[src/rtl/cas_player.sv]
// MSX cassette playback transmitter: turns tagged items (data byte, short or
// long header, silence) into the 1200-baud FSK square wave that feeds the
// machine's cassette input. All waveform timing advances on ce_i ticks while
// the cassette motor is running.
module cas_player #(
    parameter int HALF_2400 = 746,
    parameter int HALF_1200 = 1492,
    parameter int SHORT_HDR = 4000,
    parameter int LONG_HDR  = 16000
) (
    input  logic       clk_i,
    input  logic       reset_n_i,
    input  logic       ce_i,
    input  logic       motor_i,
    input  logic [7:0] data_i,
    input  logic [1:0] tag_i,
    input  logic       valid_i,
    output logic       ready_o,
    output logic       cas_audio_o,
    output logic       busy_o
);

    // Longest count held by the shared item counter: header cycles or the
    // tick length of a maximum (255 bit times) silence.
    localparam int SIL_MAX = 255 * 2 * HALF_1200;
    localparam int CNT_MAX = (LONG_HDR > SIL_MAX) ? LONG_HDR : SIL_MAX;
    localparam int CNT_W   = $clog2(CNT_MAX + 1);
    localparam int HALF_W  = $clog2(HALF_1200 + 1);

    localparam logic [HALF_W-1:0] LAST_2400  = HALF_W'(HALF_2400 - 1);
    localparam logic [HALF_W-1:0] LAST_1200  = HALF_W'(HALF_1200 - 1);
    localparam logic [CNT_W-1:0]  LAST_SHORT = CNT_W'(SHORT_HDR - 1);
    localparam logic [CNT_W-1:0]  LAST_LONG  = CNT_W'(LONG_HDR - 1);
    localparam logic [CNT_W-1:0]  BIT_TICKS  = CNT_W'(2 * HALF_1200);

    typedef enum logic [2:0] {
        S_IDLE,
        S_HDR,
        S_START,
        S_DATA,
        S_STOP,
        S_SIL
    } state_t;

    state_t            state;
    logic [HALF_W-1:0] half_cnt;
    logic [1:0]        half_idx;
    logic [2:0]        bit_idx;
    logic [CNT_W-1:0]  long_cnt;
    logic [7:0]        shreg;
    logic              hdr_long;

    logic              take;
    logic              advance;
    logic              cur_bit;
    logic              half_end;
    logic [HALF_W-1:0] half_last;
    logic [1:0]        halves_last;
    logic [CNT_W-1:0]  sil_ticks;
    logic [CNT_W-1:0]  hdr_last;

    // Decode the handshake, the tick gate and the shape of the current bit:
    // a '1' is two 2400 Hz cycles (four short halves), a '0' one 1200 Hz
    // cycle (two long halves), so every bit spans the same tick count.
    always_comb begin
        take    = valid_i & ready_o;
        advance = ce_i & motor_i;
        case (state)
            S_START: cur_bit = 1'b0;
            S_DATA:  cur_bit = shreg[0];
            default: cur_bit = 1'b1;
        endcase
        half_last   = cur_bit ? LAST_2400 : LAST_1200;
        halves_last = cur_bit ? 2'd3 : 2'd1;
        half_end    = (half_cnt == half_last);
        sil_ticks   = CNT_W'(shreg) * BIT_TICKS;
        hdr_last    = hdr_long ? LAST_LONG : LAST_SHORT;
    end

    // Ready is offered one cycle after an idle cycle with the motor running,
    // and withdrawn as soon as an item has been taken.
    always_ff @(posedge clk_i or negedge reset_n_i) begin
        if (!reset_n_i) begin
            ready_o <= 1'b0;
        end else begin
            ready_o <= (state == S_IDLE) && motor_i && !take;
        end
    end

    // Item sequencer and waveform generator; a stopped motor or a low ce_i
    // freezes every counter and the output level so playback resumes in phase.
    always_ff @(posedge clk_i or negedge reset_n_i) begin
        if (!reset_n_i) begin
            state       <= S_IDLE;
            busy_o      <= 1'b0;
            cas_audio_o <= 1'b0;
            half_cnt    <= '0;
            half_idx    <= '0;
            bit_idx     <= '0;
            long_cnt    <= '0;
            shreg       <= '0;
            hdr_long    <= 1'b0;
        end else if (state == S_IDLE) begin
            if (take) begin
                shreg    <= data_i;
                hdr_long <= (tag_i == 2'b10);
                half_cnt <= '0;
                half_idx <= '0;
                bit_idx  <= '0;
                long_cnt <= '0;
                busy_o   <= 1'b1;
                case (tag_i)
                    2'b00: begin
                        state       <= S_START;
                        cas_audio_o <= 1'b1;
                    end
                    2'b01, 2'b10: begin
                        state       <= S_HDR;
                        cas_audio_o <= 1'b1;
                    end
                    default: begin
                        state       <= S_SIL;
                        cas_audio_o <= 1'b0;
                    end
                endcase
            end
        end else if (advance) begin
            case (state)
                S_SIL: begin
                    if (sil_ticks == '0 || long_cnt == sil_ticks - 1'b1) begin
                        state       <= S_IDLE;
                        busy_o      <= 1'b0;
                        cas_audio_o <= 1'b0;
                    end else begin
                        long_cnt <= long_cnt + 1'b1;
                    end
                end
                S_HDR: begin
                    if (half_end) begin
                        half_cnt <= '0;
                        if (cas_audio_o) begin
                            cas_audio_o <= 1'b0;
                        end else if (long_cnt == hdr_last) begin
                            state  <= S_IDLE;
                            busy_o <= 1'b0;
                        end else begin
                            long_cnt    <= long_cnt + 1'b1;
                            cas_audio_o <= 1'b1;
                        end
                    end else begin
                        half_cnt <= half_cnt + 1'b1;
                    end
                end
                S_START, S_DATA, S_STOP: begin
                    if (half_end) begin
                        half_cnt    <= '0;
                        cas_audio_o <= ~cas_audio_o;
                        if (half_idx == halves_last) begin
                            half_idx <= '0;
                            case (state)
                                S_START: begin
                                    state <= S_DATA;
                                end
                                S_DATA: begin
                                    shreg <= {1'b0, shreg[7:1]};
                                    if (bit_idx == 3'd7) begin
                                        state   <= S_STOP;
                                        bit_idx <= '0;
                                    end else begin
                                        bit_idx <= bit_idx + 1'b1;
                                    end
                                end
                                default: begin
                                    if (bit_idx == 3'd1) begin
                                        state       <= S_IDLE;
                                        busy_o      <= 1'b0;
                                        cas_audio_o <= 1'b0;
                                    end else begin
                                        bit_idx <= bit_idx + 1'b1;
                                    end
                                end
                            endcase
                        end else begin
                            half_idx <= half_idx + 1'b1;
                        end
                    end else begin
                        half_cnt <= half_cnt + 1'b1;
                    end
                end
                default: begin
                    state       <= S_IDLE;
                    busy_o      <= 1'b0;
                    cas_audio_o <= 1'b0;
                end
            endcase
        end
    end

endmodule
[config.mk]
export PLATFORM = sky130hd
export DESIGN_NAME = cas_player
export DESIGN_NICKNAME = d
export VERILOG_FILES = /design/src/rtl/cas_player.sv
export SDC_FILE = /design/constraint.sdc
export NUM_CORES = 1
export LEC_CHECK = 0
export ABC_CLOCK_PERIOD_IN_PS = 6800
export BUFFER_PORTS_ARGS = -buffer_cell sky130_fd_sc_hd__buf_2
export CAP_MARGIN = 5
export CELL_PAD_IN_SITES_DETAIL_PLACEMENT = 0
export CELL_PAD_IN_SITES_GLOBAL_PLACEMENT = 1
export CORE_AREA = 5 5 109 111
export CTS_CLUSTER_DIAMETER = 40
export DETAILED_ROUTE_END_ITERATION = 10
export DIE_AREA = 0 0 114 116
export GPL_TIMING_DRIVEN = 0
export PLACE_DENSITY = 0.84
export SYNTH_ARGS = -nofsm -noshare
export SYNTH_HDL_FRONTEND = slang
export SYNTH_SLANG_ARGS = --single-unit
[constraint.sdc]
create_clock -name clk_i -period 6.8 [get_ports clk_i]
set_clock_uncertainty 0.05 [all_clocks]
set_input_delay 0.34 -clock clk_i [delete_from_list [all_inputs] [get_ports clk_i]]
set_output_delay 0.34 -clock clk_i [all_outputs]
set_load 0.05 [all_outputs]
==> impl_results.md <==
* Outcome: completed
* Nets@finish at 730
* Sequential Power Share at 46.0%
* Layout cells sized above 1 at 7.585%
* FF-to-FF setup slack at 0.73 ns
* Asr flop ratio synth at 100.0%
* Row Count at 38
* Largest net degree at the start of global routing at 52
* Total number of vias at 4599
* Initial Util at 48.46%
* Gate power share at 31.1%
* Layout area overhead at 7.000%
* Slew headroom at 24.98%
* Final setup fails at 0
* Fin. max-slew vios at 0
* Synth Area per Inst at 8.347 sq um
* Final hold slack at 0.2251 ns
* R2R cell count at 21
* P per Cell Area at 132.2 nW/um^2
* WHS Path Cells at 3
* Sw Ratio at 34.74%
* Die Wd at 114 um
* Clk_lat worst skew at 0.31 ns
* Drt drc at 0
* Fin crit share at 89.21%
* Total grt overflow at 0
* CTS tree: yes
* Post-synthesis sequential area ratio at 24.62%
* Worst Path Arrival at 6.20 ns
* Pleak at 2.553 nW
* Post-layout util at 51.85%
* Synthesized Nets at 704
* Int Power at 0.4785 mW
* FMAX at 164.8 MHz
* Vias in the first global route at 4657
* Post-DR vias/cell at 5.851
* Final antenna-violating net count at 0
* Clock Path Buffers at 2
* Number of synthesized flops with an enable pin at 0
* Worst reg2reg endpoint: long_cnt[6]
* HP Start: data_i[7]
* Crit Path Class: reg2reg
* Drt wl/cell at 15.99 um
* Post-cts gate resize count at 0
* Antenna violations before repair at 0
* Worst Max-Slew Pin Slew at 1.097 ns
* Final WL at 12.57 mm
* CP required at 6.93 ns
* Sum Neg Setup Slack at 0 ns
* Final-report hold violation count at 0
* RSZ-0062 raised after global routing: false
* # port buffers at 17
* CP Launch Type: flop
* DR iter-0 viols at 190
* Synth cell types at 70
* Netlist Area Pre-Place at 5184 sq um
* Die ar. at 13220 sq um
* Ys flop type: dfrtp_1
* Drt first pass iters at 5
* Worst Setup End Kind: flop
* Max-cap viol count at 0
* Core outline area at 10700 sq um
* Setup Fix Bufs, Post-CTS at 0
* Min Tclk post-route at 6.066 ns
* RePlAce Congestion at 0.8803
* HP Class: in2reg
* Cells after Synth at 621
* Hold endpoint: shreg[7]
* Sw Pwr at 0.2548 mW
* I/O pins at 18
* CTS clk-pin slew, worst paths at 0.09 ns
* Total CTS buffers at 5
* RR Startpoint: shreg[3]
* Synth Register Bits at 51
* Peak VDD IR at 0.1485 mV
* Die height at 116 um
* Clock power frac at 23.0%
* Clk sinks at 51
* Root Driver: clkbuf_8
* Yosys warnings at 0
* First-pass GRT wire length at 22.03 mm
* H-Tree Depth at 2
* Ant diodes at 0
* Post-layout total power at 0.7333 mW
* HPWL after detailed placement at 9.835 mm
* Tot GR Track Use at 20.14%
* Worst Path Max Fanout at 10
power groups by stage:
stage / registers, mW / clock network [mW] / logic (mW)
after floorplan: 0.337 / 0 / 0.174
after global placement: 0.342 / 0 / 0.219
after detailed placement: 0.343 / 0 / 0.225
after CTS: 0.337 / 0.172 / 0.228
after global routing: 0.341 / 0.184 / 0.262
final: 0.337 / 0.168 / 0.228
cells in the mapped netlist, types with 4 or more instances:
cell type  instances  area share [%]
and3_1            10             1.2
fa_1              18             7.0
nor3b_1            5            0.72
mux2i_1           11             2.1
nand2_1           64             4.6
and2_1            11             1.3
o211ai_1           4            0.58
or3_1              9             1.1
or4_1              7             1.0
dfrtp_1           51              25
a31oi_1           10             1.2
nand3_1           18             1.7
nor4_1             7            0.84
a211oi_1           5            0.72
o21ai_0           49             4.7
nor3_1            11             1.1
inv_1             52             3.8
nor2_1            45             3.3
xor2_1            19             3.2
clkbuf_1          15             1.1
a21o_1             5            0.72
o21ai_1            6            0.58
xnor2_1           20             3.4
nand2b_1           5            0.60
o21a_1             5            0.72
ha_1              50              12
nand4_1           12             1.4
o31ai_1            6            0.87
a21oi_1           32             3.1
worst max-delay path by stage:
| stage | from | end | slack (ns) | cells after the start |
|---|---|---|---|---|
| 3_3_place_gp | shreg[3] | long_cnt[6] | 0.89 | 21 |
| 4_1_cts | shreg[3] | state[1] | 0.78 | 19 |
| 5_1_grt | shreg[3] | long_cnt[6] | 0.32 | 21 |
| 3_5_place_dp | shreg[5] | state[1] | 0.84 | 20 |
| 2_1_floorplan | shreg[3] | state[1] | 1.35 | 19 |
| 6_report | shreg[3] | long_cnt[6] | 0.73 | 21 |
metrics by stage:
| stage | instances | area [sq um] | worst slack, ns |
|---|---|---|---|
| 6_report | 786 | 5547 | 0.7335 |
| 5_1_grt | 786 | 5547 | 0.3163 |
| 4_1_cts | 784 | 5517 | 0.7827 |
| 3_5_place_dp | 778 | 5444 | 0.8367 |
| 3_3_place_gp | 778 | 5444 | 0.8903 |
| 2_1_floorplan | 621 | 5184 | 1.345 |
flip-flops by register name, indices dropped and copies added (netlist names):
| name | count |
|---|---|
| busy_o | 1 |
| long_cnt | 20 |
| hdr_long | 1 |
| shreg | 8 |
| half_idx | 2 |
| ready_o | 1 |
| cas_audio_o | 1 |
| half_cnt | 11 |
| bit_idx | 3 |
| state | 3 |
kinds of logic (layout without fill, tap and decap cells):
family	Yosys count	after routing	share of synthesized area [%]
and+or+nand+nor	226	226	22.38
AOI/OAI and AO/OA	150	150	18.90
buffers and inverters	73	98	5.720
adders and majority gates	68	68	19.02
DFF	51	51	24.62
xor gates and xnor gates	39	39	6.589
muxes	14	14	2.776
metal layers:
| metal | track usage, % | vias to the layer above | wire length, um |
|---|---|---|---|
| met5 | 0 | - | 0 |
| met4 | 5.542 | 0 | 249 |
| met3 | 2.768 | 19 | 435 |
| met2 | 35.17 | 81 | 6108 |
| met1 | 26.22 | 2237 | 5776 |
| li1 | - | 2262 | - |
cell usage in the layout (no fill, tap or decap), types with 3 or more instances in the layout:
| cell | synthesis | layout |
|---|---|---|
| nand3_1 | 18 | 18 |
| a211oi_1 | 5 | 5 |
| xnor2_1 | 20 | 20 |
| mux2i_1 | 11 | 11 |
| nand2b_1 | 5 | 5 |
| a2111oi_0 | 3 | 3 |
| o21ai_0 | 49 | 49 |
| nor3_1 | 11 | 11 |
| or4_1 | 7 | 7 |
| nor3b_1 | 5 | 5 |
| a21o_1 | 5 | 5 |
| ha_1 | 50 | 50 |
| clkbuf_8 | 0 | 5 |
| nor2_1 | 45 | 45 |
| o21ai_1 | 6 | 6 |
| nor3_2 | 3 | 3 |
| nand2_1 | 64 | 64 |
| o21a_1 | 5 | 5 |
| o211ai_1 | 4 | 4 |
| xor2_1 | 19 | 19 |
| inv_1 | 52 | 52 |
| clkbuf_1 | 15 | 16 |
| mux2_2 | 3 | 3 |
| or3_1 | 9 | 9 |
| and3_1 | 10 | 10 |
| nand4_1 | 12 | 12 |
| nor2b_1 | 3 | 3 |
| a31oi_1 | 10 | 10 |
| fa_1 | 18 | 18 |
| and2_1 | 11 | 11 |
| buf_2 | 3 | 20 |
| dfrtp_1 | 51 | 51 |
| nor4_1 | 7 | 7 |
| a21oi_1 | 32 | 32 |
| o31ai_1 | 6 | 6 |
worst max-delay path, stage by stage (launching register included):
cell and delay [ns]:
dfrtp_1 0.57, fa_1 0.49, ha_1 0.28, inv_1 0.05, fa_1 0.53, inv_1 0.06
fa_1 0.46, ha_1 0.32, buf_6 0.14, nand2_1 0.12, a211oi_4 0.06, o32a_2 0.45
a22oi_1 0.40, xnor2_1 0.15, xnor2_1 0.14, nor4_1 0.40, or4b_1 0.47, buf_4 0.18
o21ai_1 0.16, buf_2 0.23, xor2_1 0.16, nor2_1 0.05
layout make-up:
class / count / area [sq um]
inverter: 52 / 195.2
clock buffer: 6 / 72.57
tap: 140 / 175.2
multi-input combinational: 497 / 3611
sequential: 51 / 1276
fill: 1048 / 5151
timing repair buffer: 19 / 115.1
buffer: 21 / 101.3
what timing repair did:
action,in CTS,in global routing
endpoints found under the hold margin,0,20
hold buffers,0,1
setup endpoints to repair,0,0
Note: power is estimated with default switching activity, not from simulation.
